### config.mk
export PLATFORM = sky130hd
export DESIGN_NAME = syscall_unit
export DESIGN_NICKNAME = d
export VERILOG_FILES = /design/src/rtl/syscall_unit_pkg.sv /design/src/rtl/syscall_unit_bin2bcd.sv /design/src/rtl/syscall_unit.sv
export SDC_FILE = /design/constraint.sdc
export NUM_CORES = 1
export LEC_CHECK = 0
export CAP_MARGIN = 15
export CORE_MARGIN = 3
export CORE_UTILIZATION = 26
export CTS_BUF_LIST = sky130_fd_sc_hd__clkbuf_8 sky130_fd_sc_hd__clkbuf_16
export DETAILED_ROUTE_END_ITERATION = 8
export PLACE_DENSITY_LB_ADDON = 0.25
export SLEW_MARGIN = 15
export SYNTH_ARGS = -nofsm -noshare
export SYNTH_HDL_FRONTEND = slang
export SYNTH_HIERARCHICAL = 1
export SYNTH_SLANG_ARGS = --single-unit
### constraint.sdc
create_clock -name clk -period 4.05 [get_ports clk]
set_clock_uncertainty 0.15 [all_clocks]
set_input_delay 0.81 -clock clk [delete_from_list [all_inputs] [get_ports clk]]
set_output_delay 0.81 -clock clk [all_outputs]
set_load 0.02 [all_outputs]
### src/rtl/syscall_unit_pkg.sv
// Shared constants, state encoding and BCD helpers for the SYSCALL service unit.
// Service codes follow the MIPS/SPIM convention used by the rest of the core.
package syscall_unit_pkg;

  localparam int unsigned DATA_W     = 32;
  localparam int unsigned BYTE_W     = 8;
  localparam int unsigned BCD_DIGITS = 10;
  localparam int unsigned BCD_W      = 4 * BCD_DIGITS;
  localparam int unsigned IDX_W      = 4;
  localparam int unsigned CNT_W      = 6;

  localparam logic [DATA_W-1:0] SYS_PRINT_INT  = 32'd1;
  localparam logic [DATA_W-1:0] SYS_EXIT       = 32'd10;
  localparam logic [DATA_W-1:0] SYS_PRINT_CHAR = 32'd11;

  localparam logic [BYTE_W-1:0] ASCII_ZERO  = 8'h30;
  localparam logic [BYTE_W-1:0] ASCII_MINUS = 8'h2D;

  typedef enum logic [2:0] {
    ST_IDLE   = 3'd0,
    ST_CONV   = 3'd1,
    ST_SIGN   = 3'd2,
    ST_DIGITS = 3'd3,
    ST_CHAR   = 3'd4,
    ST_DONE   = 3'd5,
    ST_HALTED = 3'd6
  } state_t;

  // Select one BCD digit by index; out-of-range indices read as zero.
  function automatic logic [3:0] bcd_digit(input logic [BCD_W-1:0] bcd,
                                           input logic [IDX_W-1:0] idx);
    logic [3:0] d;
    d = 4'd0;
    for (int i = 0; i < BCD_DIGITS; i++) begin
      if (idx == IDX_W'(i)) d = bcd[4*i +: 4];
    end
    return d;
  endfunction

  // Highest nonzero digit position, or 0 when the whole value is zero.
  function automatic logic [IDX_W-1:0] top_index(input logic [BCD_W-1:0] bcd);
    logic [IDX_W-1:0] t;
    t = '0;
    for (int i = 0; i < BCD_DIGITS; i++) begin
      if (bcd[4*i +: 4] != 4'd0) t = IDX_W'(i);
    end
    return t;
  endfunction

  function automatic logic [BYTE_W-1:0] ascii_digit(input logic [3:0] d);
    return ASCII_ZERO + {4'd0, d};
  endfunction

endpackage

### src/rtl/syscall_unit_bin2bcd.sv
// Serial double-dabble: 32-bit binary to 10 BCD digits, one shift per cycle.
// Built only when SYSCALL_PRINT_INT_EN is defined; bcd is final while done=1.
`ifdef SYSCALL_PRINT_INT_EN
module bin2bcd_serial
  import syscall_unit_pkg::*;
(
  input  logic              clk,
  input  logic              reset,
  input  logic              start,
  input  logic [DATA_W-1:0] value,
  output logic [BCD_W-1:0]  bcd,
  output logic              done
);

  logic [DATA_W-1:0] bin_q;
  logic [BCD_W-1:0]  bcd_q;
  logic [BCD_W-1:0]  bcd_adj;
  logic [CNT_W-1:0]  cnt_q;

  // Add-3 correction on every digit that is 5 or more before the next shift.
  always_comb begin
    bcd_adj = bcd_q;
    for (int i = 0; i < BCD_DIGITS; i++) begin
      if (bcd_q[4*i +: 4] >= 4'd5) bcd_adj[4*i +: 4] = bcd_q[4*i +: 4] + 4'd3;
    end
  end

  // The first shift happens on the start edge (digits are zero, so no
  // correction is needed), which leaves the result ready in the 32nd cycle.
  always_ff @(posedge clk or posedge reset) begin
    if (reset) begin
      bin_q <= '0;
      bcd_q <= '0;
      cnt_q <= '0;
    end else if (start) begin
      bcd_q <= {(BCD_W-1)'(0), value[DATA_W-1]};
      bin_q <= {value[DATA_W-2:0], 1'b0};
      cnt_q <= CNT_W'(1);
    end else if ((cnt_q != '0) && (cnt_q != CNT_W'(DATA_W))) begin
      {bcd_q, bin_q} <= {bcd_adj, bin_q} << 1;
      cnt_q          <= cnt_q + CNT_W'(1);
    end
  end

  assign bcd  = bcd_q;
  assign done = (cnt_q == CNT_W'(DATA_W));

endmodule
`endif

### src/rtl/syscall_unit.sv
// SYSCALL responder beside EX: stalls the pipe, prints int/char on a byte stream, exits.
// Optional print_int path (converter, SIGN/DIGITS) is built under SYSCALL_PRINT_INT_EN.
module syscall_unit
  import syscall_unit_pkg::*;
(
  input  logic              clk,
  input  logic              reset,
  input  logic              sys,
  input  logic [DATA_W-1:0] v0,
  input  logic [DATA_W-1:0] a0,
  output logic              stall,
  output logic              halt,
  output logic [BYTE_W-1:0] tx_data,
  output logic              tx_valid,
  input  logic              tx_ready
);

  state_t            state_q, state_d;
  logic              tx_valid_d;
  logic [BYTE_W-1:0] tx_data_d;
  logic              xfer;

  assign xfer = tx_valid && tx_ready;

`ifdef SYSCALL_PRINT_INT_EN
  logic              neg_q, neg_d;
  logic [IDX_W-1:0]  idx_q, idx_d;
  logic              conv_start;
  logic              conv_done;
  logic [DATA_W-1:0] mag;
  logic [BCD_W-1:0]  bcd;

  // Unsigned magnitude; 0x80000000 maps onto itself as 2147483648.
  assign mag = a0[DATA_W-1] ? (~a0 + DATA_W'(1)) : a0;

  bin2bcd_serial u_bcd (
    .clk   (clk),
    .reset (reset),
    .start (conv_start),
    .value (mag),
    .bcd   (bcd),
    .done  (conv_done)
  );
`else
  logic unused_a0;
  assign unused_a0 = ^a0[DATA_W-1:BYTE_W];
`endif

  // Next-state, stall and next-byte logic.
  always_comb begin
    state_d    = state_q;
    stall      = 1'b0;
    tx_valid_d = tx_valid;
    tx_data_d  = tx_data;
`ifdef SYSCALL_PRINT_INT_EN
    neg_d      = neg_q;
    idx_d      = idx_q;
    conv_start = 1'b0;
`endif
    case (state_q)
      ST_IDLE: begin
        if (sys) begin
`ifdef SYSCALL_PRINT_INT_EN
          if (v0 == SYS_PRINT_INT) begin
            state_d    = ST_CONV;
            stall      = 1'b1;
            conv_start = 1'b1;
            neg_d      = a0[DATA_W-1];
          end else
`endif
          if (v0 == SYS_PRINT_CHAR) begin
            state_d    = ST_CHAR;
            stall      = 1'b1;
            tx_valid_d = 1'b1;
            tx_data_d  = a0[BYTE_W-1:0];
          end else if (v0 == SYS_EXIT) begin
            state_d = ST_HALTED;
            stall   = 1'b1;
          end
        end
      end
`ifdef SYSCALL_PRINT_INT_EN
      ST_CONV: begin
        stall = 1'b1;
        if (conv_done) begin
          idx_d      = top_index(bcd);
          tx_valid_d = 1'b1;
          if (neg_q) begin
            state_d   = ST_SIGN;
            tx_data_d = ASCII_MINUS;
          end else begin
            state_d   = ST_DIGITS;
            tx_data_d = ascii_digit(bcd_digit(bcd, top_index(bcd)));
          end
        end
      end
      ST_SIGN: begin
        stall = 1'b1;
        if (xfer) begin
          state_d   = ST_DIGITS;
          tx_data_d = ascii_digit(bcd_digit(bcd, idx_q));
        end
      end
      ST_DIGITS: begin
        stall = 1'b1;
        if (xfer) begin
          if (idx_q == '0) begin
            state_d    = ST_DONE;
            tx_valid_d = 1'b0;
          end else begin
            idx_d     = idx_q - IDX_W'(1);
            tx_data_d = ascii_digit(bcd_digit(bcd, idx_q - IDX_W'(1)));
          end
        end
      end
`endif
      ST_CHAR: begin
        stall = 1'b1;
        if (xfer) begin
          state_d    = ST_DONE;
          tx_valid_d = 1'b0;
        end
      end
      ST_DONE:   state_d = ST_IDLE;
      ST_HALTED: stall   = 1'b1;
      default:   state_d = ST_IDLE;
    endcase
  end

  always_ff @(posedge clk or posedge reset) begin
    if (reset) begin
      state_q  <= ST_IDLE;
      tx_valid <= 1'b0;
      tx_data  <= '0;
      halt     <= 1'b0;
    end else begin
      state_q  <= state_d;
      tx_valid <= tx_valid_d;
      tx_data  <= tx_data_d;
      halt     <= (state_d == ST_HALTED);
    end
  end

`ifdef SYSCALL_PRINT_INT_EN
  always_ff @(posedge clk or posedge reset) begin
    if (reset) begin
      neg_q <= 1'b0;
      idx_q <= '0;
    end else begin
      neg_q <= neg_d;
      idx_q <= idx_d;
    end
  end
`endif

endmodule
Word level (Yosys, flattened, before mapping) --
Cells that the tools add are included.
Storage, ports and cells: flip-flop bits (word level) 13, bits of input ports 68, output and inout port bits 11, word-level logic and storage cells 31
Operators by class: eq/ne operators 8, muxes and demuxes 13, reduce and logical (&&, ||, !) cells 6
Operators by type and width (number):
- 32-bit by 4-bit equality test with 1-bit output, second input constant | 2
- 3-bit 2-to-1 mux | 4
- 3-bit equality test, second input constant | 3
- 3-bit case mux with 3 select lines | 1
- 1-bit 2-to-1 mux | 6
- 2-bit != test, second input constant | 3
- 1-bit case mux with 2 select lines | 2
- 4-bit AND reduction | 1
- 3-bit logical NOT | 1
- 3-bit AND reduction | 1
- 2-bit nonzero test | 1
- 2-bit OR reduction | 1
- 1-bit logical AND | 1

Longest topological paths before layout --
Gate-level depths: netlist (run 1).
word-level depth 6, gate-level depth with buffers 4, gate-level depth less buffers 4

Least setup slack after synthesis (run 1) --
No wires, ideal clock.
kind input -> output, start in v0[30], end out stall, arrival time 1827 ps, required time 3090 ps, path slack 1263 ps, stages 4, path buffers 0, cell sequence nor4_1 nand4_1 nor3_1 nand2b_1
Between the ends: word-level cells in the longest chain between the ends 5, elaborated cells between the ends (all ways) 6, classes of those cells eq/ne (2); mux (4)
RTL lines:
- start, declared | line syscall_unit.sv:9 | input logic [DATA_W-1:0] v0,
- 32-bit by 4-bit equality test with 1-bit output | line syscall_unit.sv:76 | end else if (v0 == SYS_EXIT) begin
- 1-bit 2-to-1 mux | line syscall_unit.sv:76
- 1-bit 2-to-1 mux * | line syscall_unit.sv:71 | if (v0 == SYS_PRINT_CHAR) begin
- 1-bit 2-to-1 mux * | line syscall_unit.sv:62 | if (sys) begin
- 1-bit case mux with 2 select lines * | line syscall_unit.sv:60 | case (state_q)
- end, declared | line syscall_unit.sv:11 | output logic stall,
Every way passes the cells marked *; elsewhere a longest branch is shown, timed or not.

Worst setup path in the final report (run 1) --
start in v0[5], end out stall
Same word-level chain as after synthesis.

==> results of run 1 <==
==> worst paths after layout <==
| check | from | to | slack, ns | depth (start not counted) |
|---|---|---|---|---|
| worst max-delay path | v0[5] | stall | 0.33 | 6 |
| worst min-delay path | state_q[1] | state_q[0] | 0.32 | 1 |
| min in group asynchronous | reset | tx_data[1] | 0.74 | 2 |
| max in group asynchronous | reset | halt | 2.68 | 2 |
| worst max register to register | state_q[0] | tx_data[2] | 2.05 | 4 |
| worst min register to register | state_q[1] | state_q[0] | 0.32 | 1 |
==> sequential cells by signal, summed over array words and instances, names as in the netlist <==
register / count
halt: 1
tx_valid: 1
state_q: 3
tx_data: 8
==> routing by layer <==
layer	vias up	GRT usage (%)
met5	-	0
met4	0	6.38
met3	4	10.1
met2	48	23.7
met1	274	11.1
li1	290	-
==> cells by family after synthesis <==
group | synth area share (%)
mux | 15.5
simple gates | 22.1
flops | 55.8
buf+inv | 1.93
compound gates | 4.72
==> Yosys cell counts <==
master,n,area share [%]
nor4_4,1,3.6
inv_1,3,1.9
nor2_1,1,0.64
nand4_1,2,2.1
nand2b_1,3,3.2
mux2_2,8,15
nor4_1,6,6.4
nor4b_1,2,3.0
o21ba_2,1,1.7
o2bb2ai_1,2,3.0
nand2_1,2,1.3
dfrtp_1,13,56
nor3_1,2,1.7
==> area by class of cell <==
cell class	instances	share of cell area, %
tap	27	2.79
multi-input combinational	30	20.4
inverter	3	0.931
clock inverter	1	0.310
sequential	13	26.9
timing repair buffer	55	45.3
clock buffer	3	3.41
==> report_power, final <==
part | internal [mW] | leakage, nW | switching, mW
registers | 0.130 | 0.166 | 0
clock network | 0.0668 | 0.0269 | 0.0450
logic | 0.0372 | 0.304 | 0.00934
total | 0.234 | 0.497 | 0.0543
==> cells in the final DEF, fill, tap and decap left out <==
cell             netlist  final
nor4b_1                2      2
nor4_4                 1      1
buf_4                  0      1
o21ba_2                1      1
mux2_2                 8      8
nand2_1                2      2
nor3_1                 2      2
clkdlybuf4s50_1        0     54
nand2b_1               3      3
nor4_1                 6      6
dfrtp_1               13     13
inv_1                  3      4
o2bb2ai_1              2      2
clkbuf_8               0      3
nor2_1                 1      1
nand4_1                2      2
==> metrics.json, run 1 <==
{
  "maxCapViolations": {"value": 0},
  "placement.io_buffers": {"value": 54},
  "drc": {"value": 0},
  "grt_antenna_before_repair": {"value": 0},
  "drt-total-wl": {"value": 1.81, "unit": "mm"},
  "design.final.nets": {"value": 174},
  "critPathMaxStageDelay": {"value": 0.61, "unit": "ns"},
  "critical_path_class": {"value": "input pin to output port"},
  "irDropWorstVdd": {"value": 0.000188, "unit": "V"},
  "run_status": {"value": "complete, no violations"},
  "grt_pass1_vias": {"value": 689},
  "synth.cell_area": {"value": 583, "unit": "um^2"},
  "top_signal_layer_used": {"value": "met4"},
  "cell_count_post_placement": {"value": 128},
  "crit_chain": {"value": "clkdlybuf4s50_1 -> nor4b_1 -> nand4_1 -> nor3_1 -> nand2b_1 -> clkdlybuf4s50_1"},
  "timing.final.crit_period": {"value": 3.72, "unit": "ns"},
  "leakagePower": {"value": 0.497, "unit": "nW"},
  "final_layout_size_suffix_gt1_share": {"value": 13.3, "unit": "%"},
  "critical_path.endpoint_type": {"value": "output port"},
  "root_buffer": {"value": "clkbuf_8"},
  "die_w": {"value": 53.4, "unit": "um"},
  "fmaxAchievable": {"value": 269, "unit": "MHz"},
  "detail_route.wl_per_cell": {"value": 13.7, "unit": "um"},
  "cts_buffers": {"value": 3},
  "die-area": {"value": 2850, "unit": "um^2"},
  "dp_slack": {"value": 0.297, "unit": "ns"},
  "core_region_area": {"value": 2040, "unit": "um^2"},
  "vias_cell": {"value": 4.67},
  "floorplan.io_pins": {"value": 79},
  "die_extent_in_y": {"value": 53.4, "unit": "um"},
  "clk_transition_reported_paths": {"value": 0.06, "unit": "ns"},
  "route.layer.met1.wl": {"value": 592, "unit": "um"},
  "max-slew-margin-rel": {"value": 57.6, "unit": "%"},
  "wl_met3": {"value": 412, "unit": "um"},
  "final.period_utilization": {"value": 92.0, "unit": "%"},
  "clock-sinks": {"value": 13},
  "flow.area_growth_from_synthesis": {"value": 108, "unit": "%"},
  "dpl_cell_area": {"value": 1160, "unit": "um^2"},
  "cp_slowest_cell": {"value": "clkdlybuf4s50_1"},
  "detailedRoute.firstPassIterationCount": {"value": 3},
  "final.setup.worst_slack": {"value": 0.326, "unit": "ns"},
  "cts_max_level": {"value": 1},
  "worst_pin_slew": {"value": 0.632, "unit": "ns"},
  "synth.net_count": {"value": 114},
  "post_cts_buffers": {"value": 0},
  "cts.repair.resized": {"value": 0},
  "detailed_place_hpwl": {"value": 1.52, "unit": "mm"},
  "grt_use_total": {"value": 13.6, "unit": "%"},
  "power.density_cell_area": {"value": 238, "unit": "nW/um^2"},
  "setup_tns": {"value": 0, "unit": "ns"},
  "multi_input_comb_area": {"value": 246, "unit": "um^2"},
  "clock_tree_from_tritoncts": {"value": "yes"},
  "arrival": {"value": 2.76, "unit": "ns"},
  "rsz0062_at_grt": {"value": "false"},
  "hold_class": {"value": "flip-flop to flip-flop"},
  "synthesis_warning_total": {"value": 6},
  "ctsLongestPathBuffers": {"value": 2},
  "wl_met2": {"value": 775, "unit": "um"},
  "clk-insertion-delay-late": {"value": 0.24, "unit": "ns"},
  "start_util": {"value": 28.6, "unit": "%"},
  "synth-seq-area-share": {"value": 55.8, "unit": "%"},
  "synth.distinct_cells": {"value": 13},
  "worst_path_dominant_cell_family": {"value": "buffers and inverters"},
  "worstPathBufferInverterCount": {"value": 2},
  "detailedRoute.firstIterationViolations": {"value": 3},
  "worstPathMaxFanout": {"value": 2},
  "p_total": {"value": 288, "unit": "uW"},
  "ctsHoldBuffers": {"value": 0},
  "grt_pass1_wl": {"value": 2.75, "unit": "mm"},
  "ff_latch_area": {"value": 325, "unit": "um^2"},
  "cp.required": {"value": 3.09, "unit": "ns"},
  "diodes": {"value": 0},
  "globalplace.congestion": {"value": 0.683},
  "antenna_violating_nets_left": {"value": 0},
  "final.fill_count": {"value": 194},
  "report.final.slew_viol_count": {"value": 0},
  "final_core_utilization": {"value": 59.3, "unit": "%"},
  "fp-row-count": {"value": 16},
  "routed-via-count": {"value": 616},
  "startpoint_type": {"value": "input pin"},
  "synth_cells": {"value": 46},
  "grt_overflow": {"value": 0},
  "finalInstanceArea": {"value": 1210, "unit": "um^2"},
  "grt_max_degree": {"value": 14},
  "synth-seq-cells": {"value": 13},
  "postSynthAreaPerCell": {"value": 12.7, "unit": "um^2"},
  "critical_path.most_common_cell": {"value": "clkdlybuf4s50_1"},
  "finalNonFillerCells": {"value": 132},
  "fin_worst_hold_slack": {"value": 0.319, "unit": "ns"},
  "hold_viol": {"value": 0},
  "setup_viol_count_final": {"value": 0}
}
Note: power is estimated with default switching activity, not from simulation.
==> run 2, diff against run 1 <==
--- a/config.mk
+++ b/config.mk
@@ -6,7 +6,7 @@
 export NUM_CORES = 1
 export LEC_CHECK = 0
 export CAP_MARGIN = 15
-export CORE_MARGIN = 3
+export CORE_MARGIN = 2
 export CORE_UTILIZATION = 26
 export CTS_BUF_LIST = sky130_fd_sc_hd__clkbuf_8 sky130_fd_sc_hd__clkbuf_16
 export DETAILED_ROUTE_END_ITERATION = 8
==> metrics.json, run 2 (synthesis gave the netlist of run 1 again) <==
{
  "run_status": {"value": "complete, no violations"},
  "maxCapViolations": {"value": 0},
  "setup_viol_count_final": {"value": 0},
  "power.switching_fraction": {"value": 18.6, "unit": "%"},
  "setup_tns": {"value": 0, "unit": "ns"},
  "final.setup.worst_slack": {"value": 0.338, "unit": "ns"},
  "grt_pass1_vias": {"value": 665},
  "dpl_cell_area": {"value": 1170, "unit": "um^2"},
  "reg2regPathDepth": {"value": 4},
  "antenna_violating_nets_left": {"value": 0},
  "report.final.slew_viol_count": {"value": 0},
  "p_total": {"value": 288, "unit": "uW"},
  "final_core_utilization": {"value": 55.8, "unit": "%"},
  "worst_path_dominant_cell_family": {"value": "buffers and inverters"},
  "globalplace.congestion": {"value": 0.736},
  "reg_to_reg_critical_path_endpoint": {"value": "tx_data[3]"},
  "top_register": {"value": "tx_data"},
  "grt_max_degree": {"value": 14},
  "placement.io_buffers": {"value": 54},
  "worstHoldEndpoint": {"value": "state_q[0]"},
  "r2r_setup_slack": {"value": 2.05, "unit": "ns"},
  "drc": {"value": 0},
  "largest_register_ffs": {"value": 8},
  "clk-insertion-delay-late": {"value": 0.24, "unit": "ns"},
  "max-slew-margin-rel": {"value": 58.9, "unit": "%"},
  "cts_max_level": {"value": 1},
  "hold_viol": {"value": 0},
  "startpoint_type": {"value": "input pin"},
  "grt_overflow": {"value": 0},
  "cp_slowest_cell": {"value": "clkdlybuf4s50_1"},
  "mostFrequentLayoutCells": {"value": "clkdlybuf4s50_1, dfrtp_1, mux2_2"},
  "final_layout_size_suffix_gt1_share": {"value": 13.3, "unit": "%"},
  "critical_path.endpoint_type": {"value": "output port"},
  "power.internal": {"value": 234, "unit": "uW"},
  "irDropWorstVdd": {"value": 0.000213, "unit": "V"},
  "share_clk_of_total_power": {"value": 38.6, "unit": "%"},
  "hold_path_startpoint": {"value": "state_q[1]"},
  "post_cts_buffers": {"value": 0},
  "critPathMaxStageDelay": {"value": 0.61, "unit": "ns"},
  "detailedRoute.firstPassIterationCount": {"value": 2},
  "top_flop_regs": {"value": "tx_data: 8 flops, state_q: 3 flops"},
  "leakagePower": {"value": 0.497, "unit": "nW"},
  "detailedRoute.firstIterationViolations": {"value": 1},
  "clock-sinks": {"value": 13},
  "hold_class": {"value": "flip-flop to flip-flop"},
  "die-area": {"value": 2640, "unit": "um^2"},
  "ctsHoldBuffers": {"value": 0},
  "finalInstanceArea": {"value": 1210, "unit": "um^2"},
  "worst_hold_path.num_cells": {"value": 1},
  "rsz0062_at_grt": {"value": "false"},
  "fin_worst_hold_slack": {"value": 0.313, "unit": "ns"},
  "grt_pass1_wl": {"value": 2.75, "unit": "mm"},
  "seqPwrFrac": {"value": 45.2, "unit": "%"},
  "die_w": {"value": 51.4, "unit": "um"},
  "ctsLongestPathBuffers": {"value": 2},
  "start_util": {"value": 26.9, "unit": "%"},
  "critical_path.most_common_cell": {"value": "clkdlybuf4s50_1"},
  "cp.required": {"value": 3.09, "unit": "ns"},
  "timing.final.crit_period": {"value": 3.71, "unit": "ns"},
  "root_buffer": {"value": "clkbuf_8"},
  "worst_pin_slew": {"value": 0.612, "unit": "ns"},
  "cell_count_post_placement": {"value": 129},
  "fp-row-count": {"value": 17},
  "detailed_place_hpwl": {"value": 1.51, "unit": "mm"},
  "drt-total-wl": {"value": 1.80, "unit": "mm"},
  "die_extent_in_y": {"value": 51.4, "unit": "um"},
  "routed-via-count": {"value": 619},
  "cts.repair.resized": {"value": 0},
  "grt_antenna_before_repair": {"value": 0},
  "grt_use_total": {"value": 14.3, "unit": "%"},
  "worstPathBufferInverterCount": {"value": 2},
  "switching_power": {"value": 53.6, "unit": "uW"},
  "core_region_area": {"value": 2170, "unit": "um^2"},
  "finalNonFillerCells": {"value": 133},
  "detail_route.wl_per_cell": {"value": 13.5, "unit": "um"},
  "final.period_utilization": {"value": 91.7, "unit": "%"},
  "crit_chain": {"value": "clkdlybuf4s50_1 -> nor4_1 -> nand4_1 -> nor3_1 -> nand2b_1 -> clkdlybuf4s50_1"},
  "clk_transition_reported_paths": {"value": 0.06, "unit": "ns"},
  "worstPathMaxFanout": {"value": 2},
  "timing.rr.start": {"value": "state_q[0]"},
  "share_comb_of_total_power": {"value": 16.2, "unit": "%"},
  "clock_tree_from_tritoncts": {"value": "yes"},
  "critical_path_class": {"value": "input pin to output port"},
  "flow.area_growth_from_synthesis": {"value": 108, "unit": "%"},
  "dp_slack": {"value": 0.301, "unit": "ns"},
  "diodes": {"value": 0},
  "cts_buffers": {"value": 3},
  "layout_commonest_cell": {"value": "clkdlybuf4s50_1"},
  "power.density_cell_area": {"value": 237, "unit": "nW/um^2"},
  "arrival": {"value": 2.75, "unit": "ns"},
  "vias_cell": {"value": 4.65},
  "fmaxAchievable": {"value": 269, "unit": "MHz"},
  "floorplan.io_pins": {"value": 79},
  "design.final.nets": {"value": 174}
}
[run 2: layout make-up]
| type | instances | area, um^2 |
|---|---|---|
| fillers | 219 | 958 |
| repair buffers | 55 | 548 |
| flip-flops and latches | 13 | 325 |
| multi-input cells | 30 | 246 |
| clock buffers | 3 | 41.3 |
| well taps | 28 | 35.0 |
| inverters | 3 | 11.3 |
| clock inverters | 1 | 3.75 |
[run 2: worst reg2reg max path, stage by stage, from the launching register on]
cell     delay (ns)
dfrtp_1        0.37
nor4b_1        0.24
nand4_1        0.21
nor4_4         0.50
mux2_2         0.41
[run 2: power groups by stage]
stage | registers (mW) | logic [mW] | clock network [mW]
2_1_floorplan | 0.132 | 0.00452 | 0
3_3_place_gp | 0.132 | 0.0462 | 0
3_5_place_dp | 0.132 | 0.0473 | 0
4_1_cts | 0.130 | 0.0474 | 0.115
5_1_grt | 0.130 | 0.0499 | 0.125
6_report | 0.130 | 0.0465 | 0.111
[run 2: how the worst max path moves through the flow]
stage / start / end / slack, ns / cells after the start
detailed placement: v0[5] / stall / 0.30 / 6
finish: v0[13] / stall / 0.34 / 6
global route: v0[5] / stall / 0.15 / 6
CTS: v0[5] / stall / 0.29 / 6
global placement: v0[31] / stall / 0.32 / 6
floorplan: v0[30] / stall / 1.26 / 4
[run 2: metal layers]
layer / GRT usage, % / up-vias / part of all wire [%]
li1: - / 290 / -
met1: 13.2 / 279 / 33
met2: 26.2 / 50 / 46
met3: 8.77 / 0 / 21
met4: 3.95 / 0 / 0
met5: 0 / - / 0
